`config.mk`:
```
export PLATFORM = sky130hd
export DESIGN_NAME = if_fetch
export DESIGN_NICKNAME = d
export VERILOG_FILES = /design/src/rtl/if_fetch.sv
export SDC_FILE = /design/constraint.sdc
export NUM_CORES = 1
export LEC_CHECK = 0
export CAP_MARGIN = 30
export CORE_MARGIN = 4
export CORE_UTILIZATION = 57
export DETAILED_ROUTE_END_ITERATION = 10
export PLACE_DENSITY_LB_ADDON = 0.05
export REMOVE_ABC_BUFFERS = 1
export SLEW_MARGIN = 15
export SYNTH_ARGS = -nofsm -noshare
export SYNTH_HDL_FRONTEND = slang
export SYNTH_SLANG_ARGS = --single-unit
```
`constraint.sdc`:
```
create_clock -name clk -period 14.3 [get_ports clk]
set_input_delay 2.86 -clock clk [delete_from_list [all_inputs] [get_ports clk]]
set_output_delay 2.86 -clock clk [all_outputs]
set_load 0.05 [all_outputs]
```
`src/rtl/if_fetch.sv`:
```
// Instruction fetch stage: issues word requests on a pipelined instruction bus,
// buffers in-order responses in a 2-entry FIFO and presents the head to IF/ID.
// Redirects flush the FIFO and discard responses still owed to the old path.
module if_fetch #(
    parameter logic [31:0] RST_ADDR = 32'h0000_0000,
    parameter logic [31:0] NOP_INST = 32'h0000_0013
) (
    input  logic        clk,
    input  logic        rst_n,
    input  logic        hold_i,
    input  logic        jmp_en_i,
    input  logic [31:0] jmp_addr_i,
    output logic        ibus_req_o,
    output logic [31:0] ibus_addr_o,
    input  logic        ibus_gnt_i,
    input  logic        ibus_rvalid_i,
    input  logic [31:0] ibus_rdata_i,
    output logic [31:0] pc_o,
    output logic [31:0] inst_o
);

    typedef enum logic [1:0] {
        BOOT  = 2'b00,
        RUN   = 2'b01,
        DRAIN = 2'b10
    } state_t;

    localparam logic [31:0] RST_WORD = {RST_ADDR[31:2], 2'b00};

    state_t      state_r;
    state_t      state_s;
    logic [31:0] fpc_r;
    logic [31:0] fpc_s;
    logic [1:0]  out_cnt_r;
    logic [1:0]  out_cnt_s;
    logic [1:0]  disc_cnt_r;
    logic [1:0]  disc_cnt_s;

    logic [31:0] fifo_pc_r   [2];
    logic [31:0] fifo_inst_r [2];
    logic        wr_ptr_r;
    logic        rd_ptr_r;
    logic [1:0]  fifo_cnt_r;

    logic        req_s;
    logic        accept_s;
    logic        rsp_s;
    logic        push_s;
    logic        pop_s;
    logic [2:0]  occ_s;
    logic [31:0] jmp_pc_s;
    logic [31:0] resp_pc_s;

    // Bus handshake, FIFO push/pop decisions and request credit.
    always_comb begin
        // A response with nothing outstanding is a leftover from before reset.
        rsp_s    = ibus_rvalid_i && (out_cnt_r != 2'd0);
        pop_s    = (fifo_cnt_r != 2'd0) && !hold_i && !jmp_en_i;
        // Responses during a redirect or while discarding belong to the old path.
        push_s   = rsp_s && (disc_cnt_r == 2'd0) && !jmp_en_i;
        // Occupancy after this cycle's pop; keeps outstanding + buffered <= 2.
        occ_s    = {1'b0, out_cnt_r} + {1'b0, fifo_cnt_r} - {2'b00, pop_s};
        if ((state_r == RUN) && (occ_s < 3'd2)) begin
            req_s = 1'b1;
        end else begin
            req_s = 1'b0;
        end
        accept_s = req_s && ibus_gnt_i;
        jmp_pc_s = jmp_addr_i & 32'hFFFF_FFFC;
        // Requests since the last redirect are sequential, so the oldest one
        // in flight sits out_cnt_r words behind the fetch PC.
        resp_pc_s = fpc_r - {28'd0, out_cnt_r, 2'b00};
    end

    // Next outstanding count, discard count, fetch PC and FSM state.
    always_comb begin
        out_cnt_s  = out_cnt_r;
        disc_cnt_s = disc_cnt_r;
        fpc_s      = fpc_r;
        state_s    = state_r;

        case ({accept_s, rsp_s})
            2'b10:   out_cnt_s = out_cnt_r + 2'd1;
            2'b01:   out_cnt_s = out_cnt_r - 2'd1;
            default: out_cnt_s = out_cnt_r;
        endcase

        if (jmp_en_i) begin
            disc_cnt_s = out_cnt_s;
        end else if (rsp_s && (disc_cnt_r != 2'd0)) begin
            disc_cnt_s = disc_cnt_r - 2'd1;
        end else begin
            disc_cnt_s = disc_cnt_r;
        end

        if (jmp_en_i) begin
            fpc_s = jmp_pc_s;
        end else if (accept_s) begin
            fpc_s = fpc_r + 32'd4;
        end else begin
            fpc_s = fpc_r;
        end

        case (state_r)
            BOOT: begin
                state_s = RUN;
            end
            RUN: begin
                if (jmp_en_i && (out_cnt_s != 2'd0)) begin
                    state_s = DRAIN;
                end else begin
                    state_s = RUN;
                end
            end
            DRAIN: begin
                if (disc_cnt_s == 2'd0) begin
                    state_s = RUN;
                end else begin
                    state_s = DRAIN;
                end
            end
            default: begin
                state_s = BOOT;
            end
        endcase
    end

    // Fetch PC, counters and FSM state registers.
    always_ff @(posedge clk) begin
        if (!rst_n) begin
            state_r    <= BOOT;
            fpc_r      <= RST_WORD;
            out_cnt_r  <= 2'd0;
            disc_cnt_r <= 2'd0;
        end else begin
            state_r    <= state_s;
            fpc_r      <= fpc_s;
            out_cnt_r  <= out_cnt_s;
            disc_cnt_r <= disc_cnt_s;
        end
    end

    // Two-entry in-order response FIFO; a redirect empties it.
    always_ff @(posedge clk) begin
        if (!rst_n) begin
            fifo_pc_r[0]   <= 32'd0;
            fifo_pc_r[1]   <= 32'd0;
            fifo_inst_r[0] <= 32'd0;
            fifo_inst_r[1] <= 32'd0;
            wr_ptr_r       <= 1'b0;
            rd_ptr_r       <= 1'b0;
            fifo_cnt_r     <= 2'd0;
        end else if (jmp_en_i) begin
            wr_ptr_r   <= 1'b0;
            rd_ptr_r   <= 1'b0;
            fifo_cnt_r <= 2'd0;
        end else begin
            if (push_s) begin
                fifo_pc_r[wr_ptr_r]   <= resp_pc_s;
                fifo_inst_r[wr_ptr_r] <= ibus_rdata_i;
                wr_ptr_r              <= ~wr_ptr_r;
            end else begin
                wr_ptr_r <= wr_ptr_r;
            end
            if (pop_s) begin
                rd_ptr_r <= ~rd_ptr_r;
            end else begin
                rd_ptr_r <= rd_ptr_r;
            end
            case ({push_s, pop_s})
                2'b10:   fifo_cnt_r <= fifo_cnt_r + 2'd1;
                2'b01:   fifo_cnt_r <= fifo_cnt_r - 2'd1;
                default: fifo_cnt_r <= fifo_cnt_r;
            endcase
        end
    end

    // Present the FIFO head, or a NOP at the fetch PC when nothing is buffered.
    always_comb begin
        if (fifo_cnt_r != 2'd0) begin
            pc_o   = fifo_pc_r[rd_ptr_r];
            inst_o = fifo_inst_r[rd_ptr_r];
        end else begin
            pc_o   = fpc_r;
            inst_o = NOP_INST;
        end
    end

    assign ibus_req_o  = req_s;
    assign ibus_addr_o = fpc_r;

endmodule

```
==> impl_metrics.env <==
export IMPL_hold_buffers=0
export IMPL_r2r_setup_slack_ns=9.60
export IMPL_finalClockSkew_ns=0.004520
export IMPL_hp_class="register to register"
export IMPL_rr_worst_depth=14
export IMPL_critical_path_class="input port to output pin"
export IMPL_cts_tree="built"
export IMPL_postCtsSetupBuffers=0
export IMPL_syn_cell_area_um2=8561
export IMPL_io_pins=167
export IMPL_rsz0062_at_grt="false"
export IMPL_hold_viol_final=0
export IMPL_via_count=6577
export IMPL_grt_pass1_wl_mm=33.58
export IMPL_dr_pass1_iters=6
export IMPL_totalWireLength_mm=20.99
export IMPL_antenna_found_initial=0
export IMPL_reg2reg_to="state_r[0]$_SDFF_PN0_"
export IMPL_io_buffer_count=160
export IMPL_ys_warn_count=0
export IMPL_multi_input_area_um2=3660
export IMPL_worstHoldStart="rd_ptr_r$_SDFFE_PP0P_"
export IMPL_ys_types=47
export IMPL_internal_power_uw=931.3
export IMPL_drv_cap=0
export IMPL_p_sw_share_pct=29.74
export IMPL_tritoncts_num_buffers=17
export IMPL_drtIter0Drc=565
export IMPL_min_delay_path_depth=2
export IMPL_cts_sinks=165
export IMPL_post_route_period_util_pct=63.64
export IMPL_power_density_nw_per_um2=122.6
export IMPL_path_max_fanout=12
export IMPL_htreeDepth=4
export IMPL_syn_area_per_cell_um2=10.47
export IMPL_whs_ns=0.5284
export IMPL_clkPwrFrac_pct=33.7
export IMPL_finalSetupTns_ns=0
export IMPL_finalPower_mw=1.326
export IMPL_final_max_slew_viol_count=0
export IMPL_drt_wirelength_per_cell_um=18.38
export IMPL_cts_resized=0
export IMPL_avgViaCountPerCell=5.759
export IMPL_clkLatencyLatePin_ns=0.42
export IMPL_initial_core_util_pct=58.46
export IMPL_clockBufferDepth=2
export IMPL_antenna_cells=0
export IMPL_fillerInstances=1061
export IMPL_grt_pass1_vias=6606
export IMPL_async_flop_share_pct=0
export IMPL_cp_arrival_ns=6.24
export IMPL_netlist_instances=818
export IMPL_fin_nets=1025
export IMPL_switchingPower_uw=394.3
export IMPL_outcome="finished, final reports clean"
export IMPL_die_w_um=130.6
export IMPL_slew_headroom_pct=39.87
export IMPL_crit_path_end_kind="output pin"
export IMPL_dieArea_um2=17040
export IMPL_ir_drop_mv=0.09530
export IMPL_root_buffer="clkbuf_16"
export IMPL_grt_max_degree=91
export IMPL_max_freq_mhz=109.9
export IMPL_leakage_nw=3.681
export IMPL_cp_start_kind="input port"
export IMPL_r2r_start="fifo_cnt_r[1]$_SDFFE_PP0P_"
export IMPL_power_frac_comb_pct=22.1
export IMPL_drc=0
export IMPL_finalWeightedCongestion=0.8801
export IMPL_drive_gt1_share_pct=5.010
export IMPL_syn_to_final_growth_pct=26.35
export IMPL_ys_dominant_reg_cell="edfxtp_1"
export IMPL_synth_seq_area_share_pct=53.08
export IMPL_final_common_cell="clkdlybuf4s50_1"
export IMPL_overflow=0
export IMPL_required_ns=11.44
export IMPL_seq_area_um2=4548
export IMPL_core_um2=14640
export IMPL_final_cell_mix="clkdlybuf4s50_1, edfxtp_1, nor2_1"
export IMPL_fp_dieH_um=130.6
export IMPL_period_needed_ns=9.101
export IMPL_dp_hpwl_mm=14.00
export IMPL_clk_pin_slew_ns=0.06
export IMPL_ant_nets=0
export IMPL_gr_usage_all_layers_pct=25.33
export IMPL_p_seq_share_pct=44.2
export IMPL_synth_edf_count=124
export IMPL_tightest_slew_ns=0.8937
export IMPL_setup_viol=0
export IMPL_row_count=44
export IMPL_ys_ff_latch=165
==> how the worst max path moves through the flow <==
stage,from,endpoint,slack (ns),depth (start not counted)
4_1_cts,jmp_en_i,ibus_req_o,5.24,8
3_3_place_gp,jmp_en_i,ibus_req_o,5.28,8
2_1_floorplan,ibus_rvalid_i,fifo_inst_r[0][0]$_SDFFCE_PN0P_,6.07,5
6_report,jmp_en_i,ibus_req_o,5.20,8
5_1_grt,jmp_en_i,ibus_req_o,5.05,8
3_5_place_dp,jmp_en_i,ibus_req_o,5.25,8
==> layout make-up <==
class,count,share of cell area [%]
sequential,165,42.05
multi-input combinational,575,33.83
timing repair buffer,172,16.22
clock buffer,19,4.002
tap,184,2.128
clock inverter,13,1.284
inverter,14,0.4858
==> power groups by stage <==
stage          Combinational, mW  Clock [mW]  Sequential, mW
2_1_floorplan              0.172           0           0.609
6_report                   0.293       0.447           0.586
4_1_cts                    0.293       0.452           0.585
5_1_grt                    0.317       0.474           0.590
3_3_place_gp               0.281           0           0.591
3_5_place_dp               0.290           0           0.594
==> through the flow <==
step	area, um2	utilization [%]	std cells	setup slack [ns]
floorplan	8230	-	754	6.066
global placement	10150	69.33	1106	5.285
detailed placement	10240	69.96	1110	5.255
CTS	10820	73.86	1142	5.242
global route	10820	73.86	1142	5.048
finish	10820	73.86	1142	5.199
==> flip-flops by register name (all words and copies together), names as in the netlist, named ones only <==
register / count
disc_cnt_r: 2
fifo_cnt_r: 2
fifo_inst_r: 64
fifo_pc_r: 60
ibus_addr_o: 30
out_cnt_r: 2
rd_ptr_r: 1
state_r: 2
wr_ptr_r: 1
==> synth_stat cells (all sizes together) (10+ instances only) <==
master / count / area (um2)
edfxtp: 124 / 3724
nand2: 49 / 183.9
clkbuf: 57 / 284.0
nand4: 19 / 148.9
and2: 66 / 412.9
xnor2: 21 / 183.9
nand3: 23 / 115.1
dfxtp: 41 / 820.8
inv: 14 / 52.55
mux2i: 63 / 630.6
xor2: 42 / 367.9
o21ai: 61 / 305.3
buf: 10 / 57.55
nor3: 11 / 60.06
nor2: 119 / 446.7
a21oi: 23 / 115.1
==> cell families (layout without fill, tap and decap cells) <==
family | after synthesis | in the layout | share of synthesized area [%]
buf+inv | 81 | 218 | 4.604
flops | 165 | 165 | 53.08
compound gates | 97 | 97 | 6.109
simple gates | 337 | 337 | 20.59
mux | 63 | 63 | 7.366
other cells | 1 | 4 | 0.04380
xor+xnor | 63 | 63 | 6.445
fa+ha+maj | 11 | 11 | 1.754
==> critical path: stages <==
cell             delay (ns)
clkdlybuf4s50_1        0.68
nor3_1                 0.53
ha_1                   0.32
nand2b_1               0.15
fa_1                   0.51
nand3b_1               0.16
nor2_1                 0.20
clkdlybuf4s50_1        0.83
==> layer usage <==
layer  wire length [um]  global-route usage, %
met3               1313                  4.797
met4                318                  7.864
met1               8790                  32.98
met2              10570                  43.14
met5                  0                      0
No activity file was read; power rests on OpenSTA's default activity.
